File: src/rtl/dmem_responder_pkg.sv
// ---------------------------------------------------------------------------
// dmem_responder_pkg
//   Shared declarations for the memory-stage responder: access-size and
//   extension encodings (as produced by the instruction decoder), the FSM
//   state encoding and the alignment rule used by the lane steering logic.
// ---------------------------------------------------------------------------
package dmem_responder_pkg;

    // mem_mode encodings
    localparam logic [1:0] MEM_op_none  = 2'b00;
    localparam logic [1:0] MEM_op_word  = 2'b01;
    localparam logic [1:0] MEM_op_half  = 2'b10;
    localparam logic [1:0] MEM_op_byte  = 2'b11;

    // mem_ext encodings; any value other than sign behaves as zero-extend
    localparam logic [1:0] MEM_ext_sign = 2'b11;
    localparam logic [1:0] MEM_ext_zero = 2'b00;

    // Responder FSM states
    typedef enum logic [1:0] {
        ST_IDLE = 2'b00,
        ST_WAIT = 2'b01,
        ST_DONE = 2'b10
    } dmem_state_e;

    // True when an access of the given size at byte offset off sits inside
    // one naturally aligned container. Bytes are always aligned.
    function automatic logic is_aligned(input logic [1:0] mode, input logic [1:0] off);
        logic ok;
        case (mode)
            MEM_op_word: ok = (off == 2'b00);
            MEM_op_half: ok = (off[0] == 1'b0);
            default:     ok = 1'b1;
        endcase
        return ok;
    endfunction

endpackage

File: src/rtl/dmem_responder_if.sv
// ---------------------------------------------------------------------------
// dmem_responder_if
//   Word-wide data bus between the memory-stage responder (master) and the
//   data memory / bus fabric (slave).
//
//   Handshake: the master raises bus_req together with stable bus_we,
//   bus_addr, bus_be and bus_wdata, and holds all of them unchanged until the
//   slave answers with a single-cycle bus_ack pulse (bus_rdata is valid only
//   while bus_ack=1). The master drops bus_req in the cycle after the ack, or
//   after its own timeout, and never issues a new request in that cycle.
//
//   Signals:
//     bus_req    master->slave  transaction valid
//     bus_we     master->slave  1 = write
//     bus_addr   master->slave  word address (byte address [31:2])
//     bus_be     master->slave  byte enables, bit i = byte lane i
//     bus_wdata  master->slave  lane-steered store data
//     bus_ack    slave->master  transaction complete, one-cycle pulse
//     bus_rdata  slave->master  read word, valid with bus_ack
// ---------------------------------------------------------------------------
interface dmem_responder_if;

    logic        bus_req;
    logic        bus_we;
    logic [29:0] bus_addr;
    logic [3:0]  bus_be;
    logic [31:0] bus_wdata;
    logic        bus_ack;
    logic [31:0] bus_rdata;

    modport master (
        output bus_req, bus_we, bus_addr, bus_be, bus_wdata,
        input  bus_ack, bus_rdata
    );

    modport slave (
        input  bus_req, bus_we, bus_addr, bus_be, bus_wdata,
        output bus_ack, bus_rdata
    );

endinterface

File: src/rtl/dmem_lane_steer.sv
// ---------------------------------------------------------------------------
// dmem_lane_steer
//   Purely combinational byte-lane logic (little-endian, lane i = bits
//   [8i+7:8i]):
//     - alignment check for the access size,
//     - byte enables for the addressed lanes,
//     - store data replicated so the addressed lanes carry it,
//     - load data extracted to bit 0 and sign/zero extended.
//
//   Ports:
//     mode        in   access size (word/half/byte/none)
//     ext         in   extension select (sign when MEM_ext_sign)
//     off         in   byte offset inside the word (addr[1:0])
//     store_data  in   unsteered store data
//     load_word   in   raw read word from the bus
//     aligned     out  access fits its natural container
//     be          out  byte enables
//     store_lanes out  replicated store data
//     load_data   out  extended load result
// ---------------------------------------------------------------------------
module dmem_lane_steer
    import dmem_responder_pkg::*;
(
    input  logic [1:0]  mode,
    input  logic [1:0]  ext,
    input  logic [1:0]  off,
    input  logic [31:0] store_data,
    input  logic [31:0] load_word,
    output logic        aligned,
    output logic [3:0]  be,
    output logic [31:0] store_lanes,
    output logic [31:0] load_data
);

    logic        sign_ext;
    logic [7:0]  byte_sel;
    logic [15:0] half_sel;

    always_comb begin
        aligned     = is_aligned(mode, off);
        be          = 4'b0000;
        store_lanes = store_data;
        load_data   = load_word;

        case (ext)
            MEM_ext_sign: sign_ext = 1'b1;
            MEM_ext_zero: sign_ext = 1'b0;
            default:      sign_ext = 1'b0;
        endcase

        byte_sel = load_word[{off, 3'b000} +: 8];
        half_sel = off[1] ? load_word[31:16] : load_word[15:0];

        case (mode)
            MEM_op_byte: begin
                be          = 4'b0001 << off;
                store_lanes = {4{store_data[7:0]}};
                load_data   = {{24{sign_ext & byte_sel[7]}}, byte_sel};
            end
            MEM_op_half: begin
                be          = off[1] ? 4'b1100 : 4'b0011;
                store_lanes = {2{store_data[15:0]}};
                load_data   = {{16{sign_ext & half_sel[15]}}, half_sel};
            end
            MEM_op_word: begin
                be          = 4'b1111;
            end
            default: begin
                be          = 4'b0000;
            end
        endcase
    end

endmodule

File: src/rtl/dmem_responder.sv
// ---------------------------------------------------------------------------
// dmem_responder
//   Memory-stage responder. Turns load/store requests from the EX/MM
//   register into byte-enabled word transactions on a multi-cycle bus,
//   stalls the pipeline until the bus acknowledges (or times out) and
//   returns the extended load result.
//
//   Ports:
//     clk, rst_n   clock, asynchronous active-low reset
//     mem_read     load request
//     mem_write    store request (wins over mem_read)
//     mem_mode     access size: 01 word, 10 half, 11 byte, 00 none
//     mem_ext      11 sign-extend, otherwise zero-extend
//     addr, wdata  byte address and unsteered store data
//     rdata        extended load result, valid when stall drops after a load
//     stall        freezes the upstream pipeline
//     misalign     one-cycle pulse on an unaligned access
//     bus_err      one-cycle pulse (in the DONE cycle) on bus timeout
//     bus          master side of dmem_responder_if
//     dbg_state    current FSM state
// ---------------------------------------------------------------------------
module dmem_responder
    import dmem_responder_pkg::*;
#(
    parameter int TIMEOUT = 64,
    parameter int CNT_W   = 16
) (
    input  logic              clk,
    input  logic              rst_n,
    input  logic              mem_read,
    input  logic              mem_write,
    input  logic [1:0]        mem_mode,
    input  logic [1:0]        mem_ext,
    input  logic [31:0]       addr,
    input  logic [31:0]       wdata,
    output logic [31:0]       rdata,
    output logic              stall,
    output logic              misalign,
    output logic              bus_err,
    dmem_responder_if.master  bus,
    output dmem_state_e       dbg_state
);

    dmem_state_e state_q, state_d;

    logic [CNT_W-1:0] cnt_q, cnt_d;
    logic [31:0]      rdata_q, rdata_d;
    logic             bus_err_q, bus_err_d;
    logic             req_q, req_d;
    logic             we_q, we_d;
    logic [29:0]      baddr_q, baddr_d;
    logic [3:0]       be_q, be_d;
    logic [31:0]      bwdata_q, bwdata_d;
    logic [1:0]       mode_q, mode_d;
    logic [1:0]       ext_q, ext_d;
    logic [1:0]       off_q, off_d;

    logic             acc;
    logic             timeout_hit;
    logic [1:0]       sel_mode;
    logic [1:0]       sel_off;
    logic             aligned;
    logic [3:0]       steer_be;
    logic [31:0]      steer_wdata;
    logic [31:0]      steer_rdata;

    assign acc         = (mem_read | mem_write) && (mem_mode != MEM_op_none);
    assign timeout_hit = (cnt_q == CNT_W'(TIMEOUT - 1));

    // In IDLE the steering works on the live request; while the transaction
    // is outstanding it works on the captured size/offset so the load
    // extraction matches the request that was issued.
    assign sel_mode = (state_q == ST_IDLE) ? mem_mode  : mode_q;
    assign sel_off  = (state_q == ST_IDLE) ? addr[1:0] : off_q;

    dmem_lane_steer u_lane_steer (
        .mode        (sel_mode),
        .ext         (ext_q),
        .off         (sel_off),
        .store_data  (wdata),
        .load_word   (bus.bus_rdata),
        .aligned     (aligned),
        .be          (steer_be),
        .store_lanes (steer_wdata),
        .load_data   (steer_rdata)
    );

    // ---------------------------------------------------------------- state
    always_ff @(posedge clk or negedge rst_n) begin
        if (!rst_n) begin
            state_q <= ST_IDLE;
        end else begin
            state_q <= state_d;
        end
    end

    // ----------------------------------------------------------- next state
    always_comb begin
        state_d = state_q;
        case (state_q)
            ST_IDLE: if (acc && aligned)                state_d = ST_WAIT;
            ST_WAIT: if (bus.bus_ack || timeout_hit)    state_d = ST_DONE;
            // The request still on the inputs during DONE belongs to the
            // instruction just served, so DONE never looks at it.
            ST_DONE:                                    state_d = ST_IDLE;
            default:                                    state_d = ST_IDLE;
        endcase
    end

    // -------------------------------------------------------------- outputs
    always_comb begin
        stall     = 1'b0;
        misalign  = 1'b0;
        cnt_d     = cnt_q;
        rdata_d   = rdata_q;
        bus_err_d = 1'b0;
        req_d     = req_q;
        we_d      = we_q;
        baddr_d   = baddr_q;
        be_d      = be_q;
        bwdata_d  = bwdata_q;
        mode_d    = mode_q;
        ext_d     = ext_q;
        off_d     = off_q;

        case (state_q)
            ST_IDLE: begin
                if (acc) begin
                    if (aligned) begin
                        stall    = 1'b1;
                        cnt_d    = '0;
                        req_d    = 1'b1;
                        we_d     = mem_write;
                        baddr_d  = addr[31:2];
                        be_d     = steer_be;
                        bwdata_d = steer_wdata;
                        mode_d   = mem_mode;
                        ext_d    = mem_ext;
                        off_d    = addr[1:0];
                    end else begin
                        misalign = 1'b1;
                        rdata_d  = '0;
                    end
                end
            end
            ST_WAIT: begin
                stall = 1'b1;
                cnt_d = cnt_q + CNT_W'(1);
                // An ack arriving on the last count still completes normally.
                if (bus.bus_ack) begin
                    req_d = 1'b0;
                    if (!we_q) rdata_d = steer_rdata;
                end else if (timeout_hit) begin
                    req_d     = 1'b0;
                    bus_err_d = 1'b1;
                    rdata_d   = '0;
                end
            end
            default: begin
            end
        endcase

        // Reset releases the pipeline immediately, even with a request held
        // on the inputs.
        if (!rst_n) begin
            stall    = 1'b0;
            misalign = 1'b0;
        end
    end

    // ------------------------------------------------------------- datapath
    always_ff @(posedge clk or negedge rst_n) begin
        if (!rst_n) begin
            cnt_q     <= '0;
            rdata_q   <= '0;
            bus_err_q <= 1'b0;
            req_q     <= 1'b0;
            we_q      <= 1'b0;
            baddr_q   <= '0;
            be_q      <= '0;
            bwdata_q  <= '0;
            mode_q    <= MEM_op_none;
            ext_q     <= MEM_ext_zero;
            off_q     <= 2'b00;
        end else begin
            cnt_q     <= cnt_d;
            rdata_q   <= rdata_d;
            bus_err_q <= bus_err_d;
            req_q     <= req_d;
            we_q      <= we_d;
            baddr_q   <= baddr_d;
            be_q      <= be_d;
            bwdata_q  <= bwdata_d;
            mode_q    <= mode_d;
            ext_q     <= ext_d;
            off_q     <= off_d;
        end
    end

    assign rdata         = rdata_q;
    assign bus_err       = bus_err_q;
    assign bus.bus_req   = req_q;
    assign bus.bus_we    = we_q;
    assign bus.bus_addr  = baddr_q;
    assign bus.bus_be    = be_q;
    assign bus.bus_wdata = bwdata_q;
    assign dbg_state     = state_q;

endmodule
File: src/flat_wrapper.sv
// flat-port wrapper written by rule: the top's interface ports become plain ports
module dmem_responder_flat import dmem_responder_pkg::*;
#(
    parameter int TIMEOUT = 64,
    parameter int CNT_W   = 16
)
  (clk, rst_n, mem_read, mem_write, mem_mode, mem_ext, addr, wdata, rdata, stall, misalign, bus_err, dbg_state, bus_bus_req, bus_bus_we, bus_bus_addr, bus_bus_be, bus_bus_wdata, bus_bus_ack, bus_bus_rdata);
  dmem_responder_if bus_i ();
  input  logic clk;
  input  logic rst_n;
  input  logic mem_read;
  input  logic mem_write;
  input  logic [1:0] mem_mode;
  input  logic [1:0] mem_ext;
  input  logic [31:0] addr;
  input  logic [31:0] wdata;
  output logic [31:0] rdata;
  output logic stall;
  output logic misalign;
  output logic bus_err;
  output dmem_state_e dbg_state;
  output wire logic [$bits(bus_i.bus_req)-1:0] bus_bus_req;
  output wire logic [$bits(bus_i.bus_we)-1:0] bus_bus_we;
  output wire logic [$bits(bus_i.bus_addr)-1:0] bus_bus_addr;
  output wire logic [$bits(bus_i.bus_be)-1:0] bus_bus_be;
  output wire logic [$bits(bus_i.bus_wdata)-1:0] bus_bus_wdata;
  input wire logic [$bits(bus_i.bus_ack)-1:0] bus_bus_ack;
  input wire logic [$bits(bus_i.bus_rdata)-1:0] bus_bus_rdata;
  assign bus_bus_req = bus_i.bus_req;
  assign bus_bus_we = bus_i.bus_we;
  assign bus_bus_addr = bus_i.bus_addr;
  assign bus_bus_be = bus_i.bus_be;
  assign bus_bus_wdata = bus_i.bus_wdata;
  assign bus_i.bus_ack = bus_bus_ack;
  assign bus_i.bus_rdata = bus_bus_rdata;
  dmem_responder #(.TIMEOUT(TIMEOUT), .CNT_W(CNT_W)) u_core (.clk(clk), .rst_n(rst_n), .mem_read(mem_read), .mem_write(mem_write), .mem_mode(mem_mode), .mem_ext(mem_ext), .addr(addr), .wdata(wdata), .rdata(rdata), .stall(stall), .misalign(misalign), .bus_err(bus_err), .bus(bus_i), .dbg_state(dbg_state));
endmodule
File: config.mk
export PLATFORM = sky130hd
export DESIGN_NAME = dmem_responder_flat
export DESIGN_NICKNAME = d
export VERILOG_FILES = /design/src/rtl/dmem_responder_pkg.sv /design/src/rtl/dmem_responder_if.sv /design/src/rtl/dmem_lane_steer.sv /design/src/rtl/dmem_responder.sv /design/src/flat_wrapper.sv
export SDC_FILE = /design/constraint.sdc
export NUM_CORES = 1
export LEC_CHECK = 0
export BUFFER_PORTS_ARGS = -buffer_cell sky130_fd_sc_hd__clkbuf_2
export CORE_ASPECT_RATIO = 0.8
export CORE_MARGIN = 10
export CORE_UTILIZATION = 45
export DETAILED_ROUTE_END_ITERATION = 6
export GPL_TIMING_DRIVEN = 0
export PLACE_DENSITY = 0.76
export SYNTH_ARGS = -nofsm -noshare
export SYNTH_HDL_FRONTEND = slang
export SYNTH_SLANG_ARGS = --single-unit
File: constraint.sdc
create_clock -name clk -period 3.6 [get_ports clk]
set_clock_uncertainty 0.15 [all_clocks]
set_input_delay 0.54 -clock clk [delete_from_list [all_inputs] [get_ports clk]]
set_output_delay 0.54 -clock clk [all_outputs]
set_load 0.005 [all_outputs]
==> results of run 1 <==
sequential cells by signal (all words and copies together), names as in the netlist:
register,flops
u_core.mode_q,2
u_core.bus.bus_addr,30
u_core.bus.bus_we,1
u_core.cnt_q,16
u_core.rdata,32
u_core.bus.bus_req,1
u_core.bus_err,1
u_core.bus.bus_wdata,32
u_core.dbg_state,2
u_core.off_q,2
u_core.bus.bus_be,4
u_core.ext_q,2
metal layers:
metal  part of all wire, %  GRT usage (%)  vias up
li1                      -              -     2788
met2                    46           33.5      249
met4                   1.2           6.12        0
met3                   9.2           7.85       26
met1                    43           27.9     2805
met5                     0              0        -
cell usage after synthesis (all sizes together) (8+ instances only):
| library cell | number | area (µm²) |
|---|---|---|
| a21oi | 14 | 70.1 |
| clkbuf | 33 | 124 |
| dfrtp | 125 | 3130 |
| o21ai | 68 | 344 |
| inv | 12 | 45.0 |
| a211oi | 8 | 65.1 |
| mux2 | 8 | 90.1 |
| buf | 11 | 60.1 |
| nor2 | 45 | 171 |
| a31oi | 12 | 75.1 |
| nand3 | 27 | 135 |
| a221o | 11 | 110 |
| o2bb2ai | 24 | 210 |
| nand2 | 183 | 687 |
final cells by class:
cell class | count | area (µm²) | share of cell area [%]
clock inverters | 14 | 145 | 1.83
repair buffers | 214 | 1110 | 14.0
plain buffers | 40 | 185 | 2.33
well taps | 175 | 219 | 2.75
flip-flops and latches | 125 | 3130 | 39.4
inverters | 13 | 50.0 | 0.630
multi-input cells | 482 | 2670 | 33.5
clock buffers | 18 | 439 | 5.52
report_power, final:
group | internal, mW | switching (mW) | leakage, nW | total (mW)
sequential | 2.01 | 0.362 | 1.60 | 2.37
combinational | 1.33 | 2.13 | 2.16 | 3.46
clock | 1.04 | 0.654 | 0.290 | 1.69
total | 4.38 | 3.14 | 4.05 | 7.52
repair_timing:
action	in CTS	in global routing
buffers inserted	3	0
setup endpoints to repair	125	64
pin swaps	3	0
gates cloned	0	0
gates resized for setup	19	7
endpoints found under the hold margin	40	0
hold buffers	1	0
logic make-up after synthesis:
| group | share of synthesized area (%) |
|---|---|
| buffers and inverters | 3.90 |
| DFF | 52.4 |
| AOI/OAI and AO/OA | 19.3 |
| and+or+nand+nor | 20.6 |
| adders and majority gates | 1.26 |
| muxes | 2.52 |
final timing paths:
| check | startpoint | end | slack (ns) | cells after the start |
|---|---|---|---|---|
| setup reg to reg | u_core.dbg_state[0]$_DFFE_PN0P_ | u_core.rdata[7]$_DFFE_PN0P_ | 0.15 | 12 |
| setup / recovery | u_core.dbg_state[0]$_DFFE_PN0P_ | misalign | 0.12 | 10 |
| hold reg to reg | u_core.bus.bus_addr[8]$_DFFE_PN0P_ | u_core.bus.bus_addr[8]$_DFFE_PN0P_ | 0.32 | 2 |
| min in group asynchronous | rst_n | u_core.bus.bus_addr[2]$_DFFE_PN0P_ | 0.45 | 2 |
| max in group asynchronous | rst_n | u_core.rdata[19]$_DFFE_PN0P_ | 2.11 | 3 |
| hold / removal | addr[8] | u_core.bus.bus_addr[6]$_DFFE_PN0P_ | 0.16 | 3 |
placed cells by master, fill, tap and decap left out, types with 11 or more instances in the layout:
master       n
o2bb2ai_1   24
inv_1       12
o21ai_0     67
a21oi_1     13
a31oi_1     12
nor2_1      44
a221o_1     11
clkbuf_1    26
dfrtp_1    124
clkbuf_2   212
clkbuf_16   17
nand2_1    183
nand3_1     27
worst max-delay path, delay by kind of cell, from the launching register on:
| family | cells | cell delay (ns) |
|---|---|---|
| multiplexers | 1 | 0.35 |
| AO/OA/AOI/OAI | 2 | 0.40 |
| AND/OR/NAND/NOR | 2 | 0.30 |
| buffers and inverters | 4 | 0.62 |
| flip-flops | 1 | 0.39 |
| adder cells (fa/ha/maj) | 1 | 0.32 |
==> results.py, run 1 <==
metrics = {
    "clocking": {
        "cts_sinks": 125,
        "htree_num_levels": 4,
        "cts_tree": "done",
        "clkLatencyLatePin_ns": 0.41,
        "cts.path.max_buffers": 2,
        "cts_buffers": 17,
        "path_clk_slew_ns": 0.06,
        "clockRootBuffer": "clkbuf_16",
    },
    "grt": {
        "grt_max_degree": 87,
        "grt_pass1_wl_um": 31500,
        "grt_use_total_pct": 21.6,
        "antenna_found_initial": 0,
        "gr-total-overflow": 0,
        "grt_pass1_vias": 5687,
    },
    "cells_and_area": {
        "n_antenna_cell": 0,
        "post-route-cell-area_um2": 7950,
        "stdcell_count": 1081,
        "fin_nets": 1004,
        "fill_cells": 1145,
        "drive_gt1_share_pct": 30.7,
        "syn_to_final_growth_pct": 33.2,
        "fin_util_pct": 61.5,
    },
    "worst_setup_path": {
        "worst_ep_required_time_ns": 2.91,
        "slowest_delay_ns": 0.39,
        "startpoint_type": "flop",
        "cp_cell_sequence": "buf_6, nor2_4, mux2_4, buf_4, ha_4, inv_1, a311oi_4, a21oi_2, nor3_1, clkbuf_2",
        "arrival_ns": 2.79,
        "cp_slowest_cell": "dfrtp_1",
        "critPathCaptureType": "primary output",
        "worstSetupPathType": "reg -> out",
        "cp_max_fo": 21,
    },
    "route": {
        "wl_um": 20500,
        "vias": 5868,
        "first_pass_iters": 5,
        "wl_per_cell_um": 19.0,
        "drtIter0Drc": 391,
        "via_per_inst": 5.43,
        "post-route-drc-count": 0,
        "antenna_left": 0,
    },
    "timing": {
        "drv_slew": 0,
        "whs_ns": 0.164,
        "fin_crit_ns": 3.48,
        "max_freq_ghz": 0.288,
        "relSlewSlack_pct": 5.56,
        "hold_viol_final": 0,
        "fin_crit_sh_pct": 96.6,
        "worst_slew_pin_slew_ns": 1.41,
        "final.setup.tns_ns": 0,
        "setup_viol": 0,
        "fin_ws_ns": 0.124,
    },
    "logic_synthesis": {
        "ys_types": 48,
        "async_reset_ff_share_pct": 100,
        "syn_area_per_cell_um2": 8.99,
        "synth_ff_type": "dfrtp_1",
        "ys_warn_count": 0,
        "syn-cell-area_um2": 5970,
        "seq_area_frac_synth_pct": 52.4,
        "synth_edf_count": 0,
        "syn_inst": 664,
        "syn_nets": 775,
        "synth-seq-cells": 125,
    },
    "floorplanning": {
        "core-area_um2": 12900,
        "pin_count": 210,
        "die_w_um": 149,
        "num_rows": 37,
        "dieHeight_um": 123,
        "dieArea_um2": 18300,
        "start_util_pct": 46.2,
    },
    "placed_design": {
        "place_area_um2": 7270,
        "hpwl_um": 15400,
        "place_congestion": 0.892,
        "dp_cells": 1049,
        "place_worst_setup_slack_ns": -1.02,
        "port_buffers": 209,
    },
    "power_and_ir_drop": {
        "ir_drop_uv": 585,
        "total_power_mw": 7.52,
        "p_per_area_nw_per_um2": 946,
        "p_leak_nw": 4.05,
    },
    "job": {
        "max_cap_viol_count": 0,
    },
    "run_status": {
        "outcome": "finished, final reports clean",
    },
    "worst_hold_path": {
        "hold_class": "in -> reg",
    },
}
Note: power is estimated with default switching activity, not from simulation.
==> run 2, diff against run 1 <==
- ABC_AREA: unset -> 1
- CORE_UTILIZATION: 45 -> 47
- PLACE_DENSITY: 0.76 -> 0.77
==> run 2 against run 1 <==
Compared with the run above: cell count increased by 30%; via count increased by 21%; global-route usage increased by 0.91 points; count of clock-buffer cells in the layout decreased by 1; fmax increased by 3.5%; hold slack improved by 0.0099 ns; core utilization increased by 0.20 points; cell area increased by 11%; combinational power increased by 16%; sequential share of layout area decreased by 3.9 points; power increased by 7.3%; first-iteration DRC count increased by 42%.
==> results.py, run 2 <==
metrics = {
    "clocking": {
        "path_clk_slew_ns": 0.06,
        "cts.path.max_buffers": 2,
        "clockRootBuffer": "clkbuf_16",
        "post_cts_buffers": 0,
        "cts_buffers": 17,
        "clkLatencyLatePin_ns": 0.42,
        "htree_num_levels": 4,
        "cts_sinks": 125,
        "cts_tree": "done",
    },
    "route": {
        "first_pass_iters": 5,
        "drtIter0Drc": 554,
        "via_per_inst": 5.06,
        "antenna_left": 0,
        "post-route-drc-count": 0,
        "vias": 7118,
        "wl_um": 22400,
        "wl_per_cell_um": 15.9,
    },
    "power_and_ir_drop": {
        "ir_drop_uv": 507,
        "p_sw_share_pct": 44.0,
        "total_power_mw": 8.07,
        "intPower_mw": 4.52,
        "p_per_area_nw_per_um2": 915,
        "clock_power_share_pct": 21.9,
        "seq_power_share_pct": 28.5,
        "power_switching_mw": 3.55,
        "p_leak_nw": 5.11,
        "power_frac_comb_pct": 49.5,
    },
    "worst_setup_path": {
        "startpoint_type": "flop",
        "worst_ep_required_time_ns": 2.91,
        "cp_slowest_cell": "dfrtp_1",
        "arrival_ns": 2.67,
        "crit_path_frequent_cell": "nand2_1",
        "worstSetupPathType": "reg -> out",
        "slowest_delay_ns": 0.43,
        "critPathCaptureType": "primary output",
        "cp_max_fo": 21,
        "cp_cell_sequence": "nor2_4, buf_6, nand2_1, nand2_1, buf_6, ha_2, nand3_1, nand2_1, inv_2, nand3_2, nand2_4, buf_4, nor2_1, clkbuf_2",
    },
    "timing": {
        "hold_viol_final": 0,
        "worst_slew_pin_slew_ns": 0.585,
        "fin_ws_ns": 0.240,
        "fin_crit_ns": 3.36,
        "relSlewSlack_pct": 61.0,
        "max_freq_ghz": 0.298,
        "fin_crit_sh_pct": 93.3,
        "setup_viol": 0,
        "drv_slew": 0,
        "rsz0062_at_grt": "no",
    },
    "logic_synthesis": {
        "synth_top_area_share_pct": 45.5,
        "ys_types": 31,
        "synth_edf_count": 0,
        "syn_inst": 983,
        "synth_most_common_cell": "nand2_1",
        "ys_warn_count": 0,
        "seq_area_frac_synth_pct": 45.5,
        "syn_nets": 1094,
        "syn_area_per_cell_um2": 7.00,
        "syn-cell-area_um2": 6880,
        "ys_top_cells_by_count": "nand2_1, dfrtp_1, o21ai_0",
        "synth-seq-cells": 125,
        "synth.area.top_cells": "dfrtp_1, nand2_1, o21ai_0, inv_1, nor2_1",
        "async_reset_ff_share_pct": 100,
        "netlist.top_cell.by_area": "dfrtp_1",
        "synth_ff_type": "dfrtp_1",
    },
    "placed_design": {
        "place_congestion": 0.965,
        "place_worst_setup_slack_ns": 0.213,
        "port_buffers": 209,
        "dp_cells": 1377,
        "hpwl_um": 17200,
    },
    "floorplanning": {
        "pin_count": 210,
        "dieHeight_um": 128,
        "start_util_pct": 48.1,
        "num_rows": 39,
        "core-area_um2": 14300,
        "dieArea_um2": 19900,
        "die_w_um": 155,
    },
    "grt": {
        "grt_max_degree": 88,
        "grt_pass1_vias": 6895,
        "antenna_found_initial": 2,
        "grt_pass1_wl_um": 36100,
        "gr-total-overflow": 0,
        "grt_use_total_pct": 22.5,
    },
    "run_status": {
        "outcome": "finished, final reports clean",
    },
    "cells_and_area": {
        "mostFrequentLayoutCell": "nand2_1",
        "fin_util_pct": 61.7,
        "syn_to_final_growth_pct": 28.4,
        "drive_gt1_share_pct": 23.8,
        "layout_common_cells": "nand2_1, clkbuf_2, dfrtp_1, o21ai_0, inv_1",
        "stdcell_count": 1408,
        "n_antenna_cell": 0,
        "fin_nets": 1322,
    },
    "worst_hold_path": {
        "hold_class": "in -> reg",
    },
    "job": {
        "max_cap_viol_count": 0,
    },
}
[run 2: cell types whose count changed after synthesis, sizes merged, moves of 11 or more]
cell	change
inv	+72
o21ai	+32
a221o	-11
buf	+22
nand2	+289
clkbuf	-18
o2bb2ai	-24
nor2	+29
[run 2: final timing paths]
kind,start,endpoint,slack (ns),cells past startpoint
max in group asynchronous,rst_n,u_core.bus.bus_wdata[19]$_DFFE_PN0P_,2.12,3
worst min register to register,u_core.bus.bus_wdata[15]$_DFFE_PN0P_,u_core.bus.bus_wdata[15]$_DFFE_PN0P_,0.32,2
worst min-delay path,addr[8],u_core.bus.bus_addr[6]$_DFFE_PN0P_,0.17,3
min in group asynchronous,rst_n,u_core.bus.bus_addr[10]$_DFFE_PN0P_,0.45,2
worst max-delay path,u_core.dbg_state[0]$_DFFE_PN0P_,stall,0.24,14
worst max register to register,u_core.dbg_state[0]$_DFFE_PN0P_,u_core.rdata[22]$_DFFE_PN0P_,0.46,16
[run 2: worst max-delay path, delay by kind of cell, from the launching register on]
kind / cells / cell delay (ns)
adders and majority gates: 1 / 0.25
buffers and inverters: 5 / 0.75
DFF: 1 / 0.43
and+or+nand+nor: 8 / 0.83
[run 2: logic make-up (layout without fill, tap and decap cells)]
logic type	after synthesis	in the layout	share of synthesized area, %
flip-flops	125	125	45.5
buffers and inverters	134	375	9.32
adder cells (fa/ha/maj)	6	6	1.09
AND/OR/NAND/NOR	590	590	34.2
AO/OA/AOI/OAI	128	128	9.88
[run 2: area by class of cell]
class                      instances  area, µm²
fill                            1313       5470
sequential                       125       3130
multi-input combinational        724       3120
timing repair buffer             211       1090
clock buffer                      17        425
inverter                          86        325
buffer                            46        315
tap                              184        230
clock inverter                    15        188
[run 2: per-stage QoR]
step | setup TNS, ns | area (µm²) | hold slack [ns]
2_1_floorplan | 0 | 6880 | 0.0944
3_3_place_gp | -18.12 | 8150 | 0.303
3_5_place_dp | 0 | 8190 | 0.307
4_1_cts | 0 | 8830 | 0.154
5_1_grt | 0 | 8830 | 0.160
6_report | 0 | 8830 | 0.174
[run 2: power by group through the flow]
stage | Combinational [mW] | Sequential (mW) | Clock [mW]
2_1_floorplan | 2.45 | 2.34 | 0
3_3_place_gp | 3.91 | 2.29 | 0
3_5_place_dp | 3.97 | 2.32 | 0
4_1_cts | 4.02 | 2.30 | 1.80
5_1_grt | 4.55 | 2.37 | 1.87
6_report | 4.00 | 2.30 | 1.77
[run 2: what timing repair did]
item,in CTS,in global routing
hold buffers,1,0
endpoints found under the setup margin,1,1
hold endpoints to repair,39,0
gates resized for setup,7,3
pin swaps,1,0
[run 2: routing by layer]
metal / vias to the layer above / GRT usage [%] / wire length [µm]
li1: 3505 / - / -
met4: 2 / 8.96 / 623
met1: 3283 / 29.5 / 10000
met3: 47 / 7.65 / 2060
met2: 281 / 33.4 / 9730
met5: - / 0 / 18
==> run 3, diff against run 2 <==
- GPL_TIMING_DRIVEN: 0 -> unset
==> run 3 against run 2 <==
Compared with the run above: sequential power hardly changed; combinational power fell by 8.3%; non-clock buffer count down 34; core utilization down 1.7 points; cell area down 2.7%; cell count down 2.5%; worst setup slack improved by 0.038 ns; critical path depth shrank 5; routed wire length is 5.1% lower; first-iteration DRC count shrank 7.0%; die area did not move; power shrank 4.9%; largest cell class unchanged.
==> results.py, run 3 (same netlist as run 2, synthesis figures left out) <==
metrics = {
    "worst_setup_path": {
        "cp_max_fo": 21,
        "worstSetupPathType": "reg -> out",
        "worst_ep_required_time_ns": 2.91,
        "critPathCaptureType": "primary output",
        "arrival_ns": 2.63,
        "startpoint_type": "flop",
        "reg2reg_depth": 14,
    },
    "clocking": {
        "htree_num_levels": 4,
        "cts.repair.resized": 0,
        "cts_sinks": 125,
        "clockRootBuffer": "clkbuf_16",
        "cts_tree": "done",
        "post_cts_buffers": 0,
        "cts.path.max_buffers": 2,
        "ctsHoldBuffers": 0,
        "cts_buffers": 17,
        "path_clk_slew_ns": 0.06,
        "clkLatencyLatePin_ns": 0.41,
    },
    "cells_and_area": {
        "fin_nets": 1288,
        "syn_to_final_growth_pct": 24.9,
        "drive_gt1_share_pct": 22.6,
        "fill_cells": 1312,
        "n_antenna_cell": 0,
        "mostFrequentLayoutCell": "nand2_1",
        "layout_common_cells": "nand2_1, clkbuf_2, dfrtp_1, o21ai_0, inv_1",
    },
    "grt": {
        "gr-total-overflow": 0,
        "grt_pass1_vias": 6428,
        "grt_max_degree": 71,
        "antenna_found_initial": 0,
        "grt_use_total_pct": 20.8,
        "grt_pass1_wl_um": 33500,
    },
    "route": {
        "wl_per_cell_um": 15.5,
        "drtIter0Drc": 515,
        "post-route-drc-count": 0,
        "antenna_left": 0,
        "wl_um": 21300,
        "vias": 6828,
        "first_pass_iters": 5,
        "via_per_inst": 4.97,
    },
    "placed_design": {
        "place_congestion": 0.907,
        "port_buffers": 209,
        "hpwl_um": 15800,
    },
    "timing": {
        "fin_crit_ns": 3.32,
        "rsz0062_at_grt": "no",
        "fin_crit_sh_pct": 92.3,
        "hold_viol_final": 0,
        "final.setup.tns_ns": 0,
        "worst_slew_pin_slew_ns": 0.837,
        "max_freq_ghz": 0.301,
        "setup_viol": 0,
        "relSlewSlack_pct": 44.2,
        "whs_ns": 0.175,
        "drv_slew": 0,
    },
    "worst_hold_path": {
        "hold_class": "in -> reg",
        "min_path_cells": 3,
    },
    "floorplanning": {
        "start_util_pct": 48.1,
        "pin_count": 210,
        "die_w_um": 155,
        "dieArea_um2": 19900,
        "num_rows": 39,
        "dieHeight_um": 128,
        "core-area_um2": 14300,
    },
    "power_and_ir_drop": {
        "p_per_area_nw_per_um2": 894,
        "p_leak_nw": 4.98,
        "ir_drop_uv": 643,
    },
    "run_status": {
        "outcome": "finished, final reports clean",
    },
    "job": {
        "max_cap_viol_count": 0,
    },
}
==> run 3: area by class of cell <==
class | instances | area (µm²) | area share (%)
timing repair buffer | 223 | 1200 | 14.0
clock inverter | 13 | 144 | 1.68
sequential | 125 | 3130 | 36.4
inverter | 86 | 323 | 3.76
clock buffer | 18 | 439 | 5.11
tap | 184 | 230 | 2.68
multi-input combinational | 724 | 3120 | 36.3
==> run 3: routing by layer <==
layer / part of all wire (%) / vias to the layer above / GRT usage [%]
li1: - / 3434 / -
met1: 45 / 3071 / 28.0
met2: 44 / 296 / 31.4
met3: 9.5 / 27 / 6.64
met4: 1.6 / 0 / 6.21
met5: 0 / - / 0
==> run 3: worst paths after layout <==
path / end / from / slack [ns]
setup / recovery: misalign / u_core.dbg_state[0]$_DFFE_PN0P_ / 0.28
hold / removal: u_core.bus.bus_addr[2]$_DFFE_PN0P_ / addr[4] / 0.17
setup reg to reg: u_core.rdata[20]$_DFFE_PN0P_ / u_core.dbg_state[0]$_DFFE_PN0P_ / 0.73
hold reg to reg: u_core.bus.bus_addr[15]$_DFFE_PN0P_ / u_core.bus.bus_addr[15]$_DFFE_PN0P_ / 0.32
max in group asynchronous: u_core.bus_err$_DFF_PN0_ / rst_n / 2.53
min in group asynchronous: u_core.bus.bus_addr[27]$_DFFE_PN0P_ / rst_n / 0.21
==> run 3: report_power, final <==
part	internal [mW]	leakage, nW	switching [mW]
clock network	1.04	0.274	0.649
logic	1.28	3.08	2.39
registers	1.99	1.63	0.337
==> run 3: worst max-delay path, cell delays in order (launching register included) <==
cell and delay (ns):
dfrtp_1 0.44, nor2_4 0.33, nand2_1 0.11, nand2_2 0.31, clkinv_1 0.15, ha_1 0.23, nand3_1 0.12, nand3_1 0.19
nor3_1 0.19, clkbuf_2 0.15
==> run 3: through the flow <==
step,std cells,power (mW),instance area (µm²),setup slack (ns),utilization (%)
floorplan,983,4.79,6880,0.792,-
global placement,1342,5.93,8000,0.784,56.0
detailed placement,1342,6.02,8000,0.709,56.0
CTS,1373,7.74,8590,0.253,60.1
global route,1373,8.33,8590,0.0629,60.1
finish,1373,7.68,8590,0.278,60.1
